File: src/rtl/shift_pkg.sv
// Shared definitions for the shift/rotate issue stage: op encodings,
// datapath widths and the queued request entry.
package shift_pkg;

  localparam int DATA_W = 8;
  localparam int CNT_W  = 3;

  localparam logic [1:0] OP_SLL = 2'b00;
  localparam logic [1:0] OP_SRL = 2'b01;
  localparam logic [1:0] OP_ROL = 2'b10;
  localparam logic [1:0] OP_ROR = 2'b11;

  typedef struct packed {
    logic [DATA_W-1:0] data;
    logic [CNT_W-1:0]  count;
    logic [1:0]        op;
    logic              chain;
  } req_t;

endpackage

File: src/rtl/shift_issue_unit_if.sv
// Request/result bus of the shift issue stage, plus its synchronous flush.
// Handshake: a request transfers on a rising edge where inValid && inReady;
// a result transfers on a rising edge where outValid && outReady. The sender
// holds its payload stable while valid is high and ready is low.
interface shift_issue_unit_if #(
  parameter int DEPTH = 4
);
  import shift_pkg::*;

  logic                    flush;
  logic                    inValid;
  logic                    inReady;
  logic [DATA_W-1:0]       inData;
  logic [CNT_W-1:0]        inCount;
  logic [1:0]              inOp;
  logic                    inChain;
  logic                    outValid;
  logic                    outReady;
  logic [DATA_W-1:0]       outResult;
  logic [$clog2(DEPTH):0]  occupancy;

  modport master (
    output flush, inValid, inData, inCount, inOp, inChain, outReady,
    input  inReady, outValid, outResult, occupancy
  );

  modport slave (
    input  flush, inValid, inData, inCount, inOp, inChain, outReady,
    output inReady, outValid, outResult, occupancy
  );

endinterface

File: src/rtl/shift_issue_unit_shift_rotate.sv
// Combinational 8-bit shifter/rotator: zero-filling logical shifts and
// modulo-8 rotates; a count of 0 passes the operand through.
module shiftRotate
  import shift_pkg::*;
(
  input  logic [DATA_W-1:0] operand,
  input  logic [CNT_W-1:0]  count,
  input  logic [1:0]        op,
  output logic [DATA_W-1:0] result
);

  logic [2*DATA_W-1:0] dbl;
  logic [2*DATA_W-1:0] rol_w;
  logic [2*DATA_W-1:0] ror_w;

  always_comb begin
    // Rotates shift a doubled copy so the wrapped bits fall into the kept byte.
    dbl    = {operand, operand};
    rol_w  = dbl << count;
    ror_w  = dbl >> count;
    result = operand;
    case (op)
      OP_SLL:  result = operand << count;
      OP_SRL:  result = operand >> count;
      OP_ROL:  result = rol_w[2*DATA_W-1:DATA_W];
      default: result = ror_w[DATA_W-1:0];
    endcase
  end

endmodule

File: src/rtl/shift_issue_unit.sv
// Buffered issue stage: queues shift/rotate requests in a small FIFO and
// issues the head into a registered result slot, resolving chains at issue.
module shift_issue_unit
  import shift_pkg::*;
#(
  parameter int DEPTH = 4
) (
  input  logic              clk,
  input  logic              rstN,
  shift_issue_unit_if.slave bus
);

  localparam int AW = $clog2(DEPTH);

  req_t              mem [DEPTH];
  logic [AW-1:0]     wr_ptr;
  logic [AW-1:0]     rd_ptr;
  logic [AW:0]       count;
  logic              out_valid;
  logic [DATA_W-1:0] out_result;
  logic [DATA_W-1:0] last_result;

  logic              full;
  logic              empty;
  logic              push;
  logic              issue;
  req_t              in_req;
  req_t              head;
  logic [DATA_W-1:0] operand;
  logic [DATA_W-1:0] shift_res;

  assign full  = (count == (AW+1)'(DEPTH));
  assign empty = (count == '0);

  // No bypass: a full queue refuses input even if it pops this cycle.
  assign bus.inReady = !full && !bus.flush;
  assign push        = bus.inValid && !full && !bus.flush;
  assign issue       = !empty && (!out_valid || bus.outReady) && !bus.flush;

  assign in_req = '{data:  bus.inData,
                    count: bus.inCount,
                    op:    bus.inOp,
                    chain: bus.inChain};

  assign head    = mem[rd_ptr];
  assign operand = head.chain ? last_result : head.data;

  shiftRotate u_shift_rotate (
    .operand (operand),
    .count   (head.count),
    .op      (head.op),
    .result  (shift_res)
  );

  always_ff @(posedge clk) begin
    if (push) begin
      mem[wr_ptr] <= in_req;
    end
  end

  always_ff @(posedge clk or negedge rstN) begin
    if (!rstN) begin
      wr_ptr      <= '0;
      rd_ptr      <= '0;
      count       <= '0;
      out_valid   <= 1'b0;
      out_result  <= '0;
      last_result <= '0;
    end else if (bus.flush) begin
      // out_result is left as-is; out_valid already marks it as stale.
      wr_ptr      <= '0;
      rd_ptr      <= '0;
      count       <= '0;
      out_valid   <= 1'b0;
      last_result <= '0;
    end else begin
      if (push) begin
        wr_ptr <= wr_ptr + 1'b1;
      end
      if (issue) begin
        rd_ptr      <= rd_ptr + 1'b1;
        out_result  <= shift_res;
        last_result <= shift_res;
        out_valid   <= 1'b1;
      end else if (out_valid && bus.outReady) begin
        out_valid <= 1'b0;
      end
      case ({push, issue})
        2'b10:   count <= count + 1'b1;
        2'b01:   count <= count - 1'b1;
        default: count <= count;
      endcase
    end
  end

  assign bus.outValid  = out_valid;
  assign bus.outResult = out_result;
  assign bus.occupancy = count;

endmodule

File: src/flat_wrapper.sv
// flat-port wrapper written by rule: the top's interface ports become plain ports
module shift_issue_unit_flat import shift_pkg::*;
#(
  parameter int DEPTH = 4
)
  (clk, rstN, bus_flush, bus_inValid, bus_inData, bus_inCount, bus_inOp, bus_inChain, bus_outReady, bus_inReady, bus_outValid, bus_outResult, bus_occupancy);
  shift_issue_unit_if #(.DEPTH(DEPTH)) bus_i ();
  input  logic clk;
  input  logic rstN;
  input wire logic [$bits(bus_i.flush)-1:0] bus_flush;
  input wire logic [$bits(bus_i.inValid)-1:0] bus_inValid;
  input wire logic [$bits(bus_i.inData)-1:0] bus_inData;
  input wire logic [$bits(bus_i.inCount)-1:0] bus_inCount;
  input wire logic [$bits(bus_i.inOp)-1:0] bus_inOp;
  input wire logic [$bits(bus_i.inChain)-1:0] bus_inChain;
  input wire logic [$bits(bus_i.outReady)-1:0] bus_outReady;
  output wire logic [$bits(bus_i.inReady)-1:0] bus_inReady;
  output wire logic [$bits(bus_i.outValid)-1:0] bus_outValid;
  output wire logic [$bits(bus_i.outResult)-1:0] bus_outResult;
  output wire logic [$bits(bus_i.occupancy)-1:0] bus_occupancy;
  assign bus_i.flush = bus_flush;
  assign bus_i.inValid = bus_inValid;
  assign bus_i.inData = bus_inData;
  assign bus_i.inCount = bus_inCount;
  assign bus_i.inOp = bus_inOp;
  assign bus_i.inChain = bus_inChain;
  assign bus_i.outReady = bus_outReady;
  assign bus_inReady = bus_i.inReady;
  assign bus_outValid = bus_i.outValid;
  assign bus_outResult = bus_i.outResult;
  assign bus_occupancy = bus_i.occupancy;
  shift_issue_unit #(.DEPTH(DEPTH)) u_core (.clk(clk), .rstN(rstN), .bus(bus_i));
endmodule
File: config.mk
export PLATFORM = sky130hd
export DESIGN_NAME = shift_issue_unit_flat
export DESIGN_NICKNAME = d
export VERILOG_FILES = /design/src/rtl/shift_pkg.sv /design/src/rtl/shift_issue_unit_if.sv /design/src/rtl/shift_issue_unit_shift_rotate.sv /design/src/rtl/shift_issue_unit.sv /design/src/flat_wrapper.sv
export SDC_FILE = /design/constraint.sdc
export NUM_CORES = 1
export LEC_CHECK = 0
export ABC_AREA = 1
export BUFFER_PORTS_ARGS = -buffer_cell sky130_fd_sc_hd__buf_4
export CAP_MARGIN = 20
export CORE_MARGIN = 2
export CORE_UTILIZATION = 35
export CTS_BUF_LIST = sky130_fd_sc_hd__clkbuf_8 sky130_fd_sc_hd__clkbuf_16
export CTS_CLUSTER_SIZE = 24
export DETAILED_ROUTE_END_ITERATION = 16
export SLEW_MARGIN = 5
export SYNTH_ARGS = -nofsm -noshare
export SYNTH_HDL_FRONTEND = slang
export SYNTH_SLANG_ARGS = --single-unit
File: constraint.sdc
create_clock -name clk -period 1.85 [get_ports clk]
set_input_delay 0.2775 -clock clk [delete_from_list [all_inputs] [get_ports clk]]
set_output_delay 0.2775 -clock clk [all_outputs]
set_load 0.02 [all_outputs]
==> impl_metrics.ini <==
[logic_synthesis]
synth_top_family_by_area = simple AND/OR/NAND/NOR gates
ys_ff_latch = 80
syn_inst = 469
yosysWarningCount = 0
synthAdderAreaFrac = 0.0166
synth-seq-area-share = 0.540
syn-num-nets = 493
synthSimpleGateAreaFrac = 0.335
synthMuxAreaShare = 0
synthXorXnorAreaFrac = 0.00415
synth_area_per_cell_um2 = 9.00
synth_cell_types = 34
synth_compound_area_frac = 0.0385
netlist_area_mm2 = 0.00422

[layout]
syn2layout_area_growth_pct = 33.6
final_nets = 571
drive_gt1_frac = 0.342
layout_commonest_cell = nand2_1
final_cells = 699
diodes = 0
final_area_mm2 = 0.00564
final_cell_mix = nand2_1 (144), nand3_1 (71), buf_4 (68), edfxtp_1 (56), nand2_2 (31)

[placed_design]
gp_congestion = 0.961
placed_area_mm2 = 0.00490
placed_cells = 671
dp_hpwl_um = 7480
io_buffers = 31

[run]
maxCapViolCount = 0

[routing]
vias = 3495
ant_nets = 0
viasPerCell = 5.00
wl_um = 10500
avgRoutedWirePerCell_um = 15.0
dr.pass1.iters = 4
drc = 0
drt_iter0_drc = 170

[critical_path]
cp_common_cell = nand2_1
cpLargestDelayFamily = simple AND/OR/NAND/NOR gates
critPathArrivalTime_ns = 2.20
r2r-end = u_core.last_result[2]
cp.depth = 14
criticalPathCategory = reg2reg
slowest_stage = dfrtp_1
ff2ff_path_depth = 14
cp_max_fo = 12
start_kind = flip-flop
r2r-start = u_core.rd_ptr[0]
required_ns = 2.07
worst-path-buf-inv = 3
path_cells = buf_12 > clkinv_16 > nand2_4 > nand3_4 > buf_6 > nand3b_1 > nand3_4 > nand2_1 > nand2_1 > nand2_2 > a21oi_2 > nand2_1 > nand3_2 > nand2_2
end_kind = flip-flop
max_stage_delay_ns = 0.41
r2r_slack_ns = -0.13

[timing]
tightest_slew_ns = 0.651
skew_ns = 0.00728
hold_viol_final = 0
fmaxAchievable_mhz = 506
setup_viol = 16
rsz0062_at_grt = true
period_minus_slack_ns = 1.98
slew_violations = 0
relSlewSlack = 0.564
period_share = 1.07
fin_ws_ns = -0.127

[run_status]
status = finished with violations
failed_checks = setup timing

[global_routing]
grt_max_degree = 25
grt_overflow_total = 0
grtUsageTotal = 0.169
grt_pass1_wl_um = 17000
grt_pass1_vias = 3364
antenna_found_initial = 0

[worst_hold_path]
hold_path_class = in2reg
hold_end = u_core.mem[3][9]
hold_depth = 1
min-delay-start = bus_inData[3]

[die]
fp-row-count = 40
die_h_um = 114
coreArea_mm2 = 0.0119
start_util = 0.355
ios = 32
die_x_um = 114
die_area_mm2 = 0.0130

[clocking]
htreeDepth = 3
clock-sinks = 80
tritoncts = built
cts-root-buf = clkbuf_16
cts.path.max_buffers = 2
insertion_delay_ns = 0.34
path_clk_slew_ns = 0.06
numCtsBuffers = 9

[power]
peakVddDrop_mv = 0.715
p_leak_nw = 2.54
p_per_area_mw_per_mm2 = 1840
## worst reg2reg max path, delay by kind of cell, from the launching register on
kind | cells | cell delay [ns]
simple gates | 10 | 0.98
flops | 1 | 0.41
buf+inv | 3 | 0.37
compound gates | 1 | 0.11
## synth_stat cells, drive strengths merged
cell type / count / area [um2]
xnor2: 1 / 8.76
ha: 4 / 50.1
a32o: 1 / 10.0
a32oi: 1 / 27.5
edfxtp: 56 / 1680
inv: 37 / 149
nand4: 3 / 18.8
xor2: 1 / 8.76
a21oi: 9 / 52.6
o211ai: 2 / 20.0
o21ai: 8 / 40.0
nand3: 97 / 541
dfrtp: 24 / 601
a31oi: 1 / 6.26
o22ai: 1 / 6.26
nand3b: 5 / 37.5
nor2: 17 / 73.8
buf: 14 / 125
fa: 1 / 20.0
nand2: 186 / 746
## flip-flops by register name, indices dropped and copies added (netlist names)
| signal | count |
|---|---|
| u_core.wr_ptr | 2 |
| u_core.bus.outResult | 8 |
| u_core.last_result | 8 |
| u_core.bus.occupancy | 3 |
| u_core.bus.outValid | 1 |
| u_core.rd_ptr | 2 |
| u_core.mem | 56 |
## stage by stage
stage	TNS [ns]	setup slack, ns	hold slack [ns]	util	power [mW]
2_1_floorplan	-4.85	-0.0865	-0.0181	-	5.82
3_3_place_gp	-0.613	-0.112	0.198	0.411	7.37
3_5_place_dp	-0.928	-0.149	0.199	0.411	7.39
4_1_cts	-0.542	-0.0580	0.127	0.453	9.70
5_1_grt	-3.29	-0.259	0.128	0.474	11.1
6_report	-1.23	-0.127	0.141	0.474	10.4
## how the worst max path moves through the flow
stage                       startpoint               endpoint  slack (ns)
5_1_grt               u_core.rd_ptr[0]  u_core.last_result[2]       -0.26
4_1_cts               u_core.rd_ptr[0]  u_core.last_result[7]       -0.06
2_1_floorplan  u_core.bus.occupancy[0]       u_core.mem[0][0]       -0.09
3_5_place_dp          u_core.rd_ptr[0]  u_core.last_result[2]       -0.15
6_report              u_core.rd_ptr[0]  u_core.last_result[2]       -0.13
3_3_place_gp          u_core.rd_ptr[0]  u_core.last_result[2]       -0.11
## final cells by class
cell class              count  area (um2)
clock inverters             7        95.1
repair buffers             80         706
well taps                 147         184
multi-input cells         339        1970
fillers                  1084        6270
flip-flops and latches     80        2290
clock buffers               9         225
inverters                  37         173
## kinds of logic after synthesis
family                     count (synthesis)
and+or+nand+nor                          308
DFF                                       80
buffers and inverters                     51
AOI/OAI and AO/OA                         23
adders and majority gates                  5
xor gates and xnor gates                   2
## timing repair
item                                    in CTS  in global routing
hold buffers                                 1                  0
endpoints found under the setup margin      16                 17
buffers inserted                             6                  4
cloned                                       0                  1
hold endpoints to repair                    24                  0
pin swaps                                   12                 30
gates resized for setup                     32                 51
## report_power, final
| part | internal (mW) | switching, mW | total, mW | leakage, nW |
|---|---|---|---|---|
| sequential | 2.18 | 0.166 | 2.35 | 0.816 |
| clock | 1.19 | 0.706 | 1.89 | 0.157 |
| combinational | 2.35 | 3.78 | 6.13 | 1.57 |
## metal layers
| layer | wire (um) | global-route usage | up-vias |
|---|---|---|---|
| li1 | - | - | 1726 |
| met1 | 4410 | 0.218 | 1616 |
| met2 | 5190 | 0.269 | 124 |
| met3 | 532 | 0.0345 | 29 |
| met4 | 357 | 0.0886 | 0 |
| met5 | 0 | 0 | - |
(Power assumes the default switching activity.)
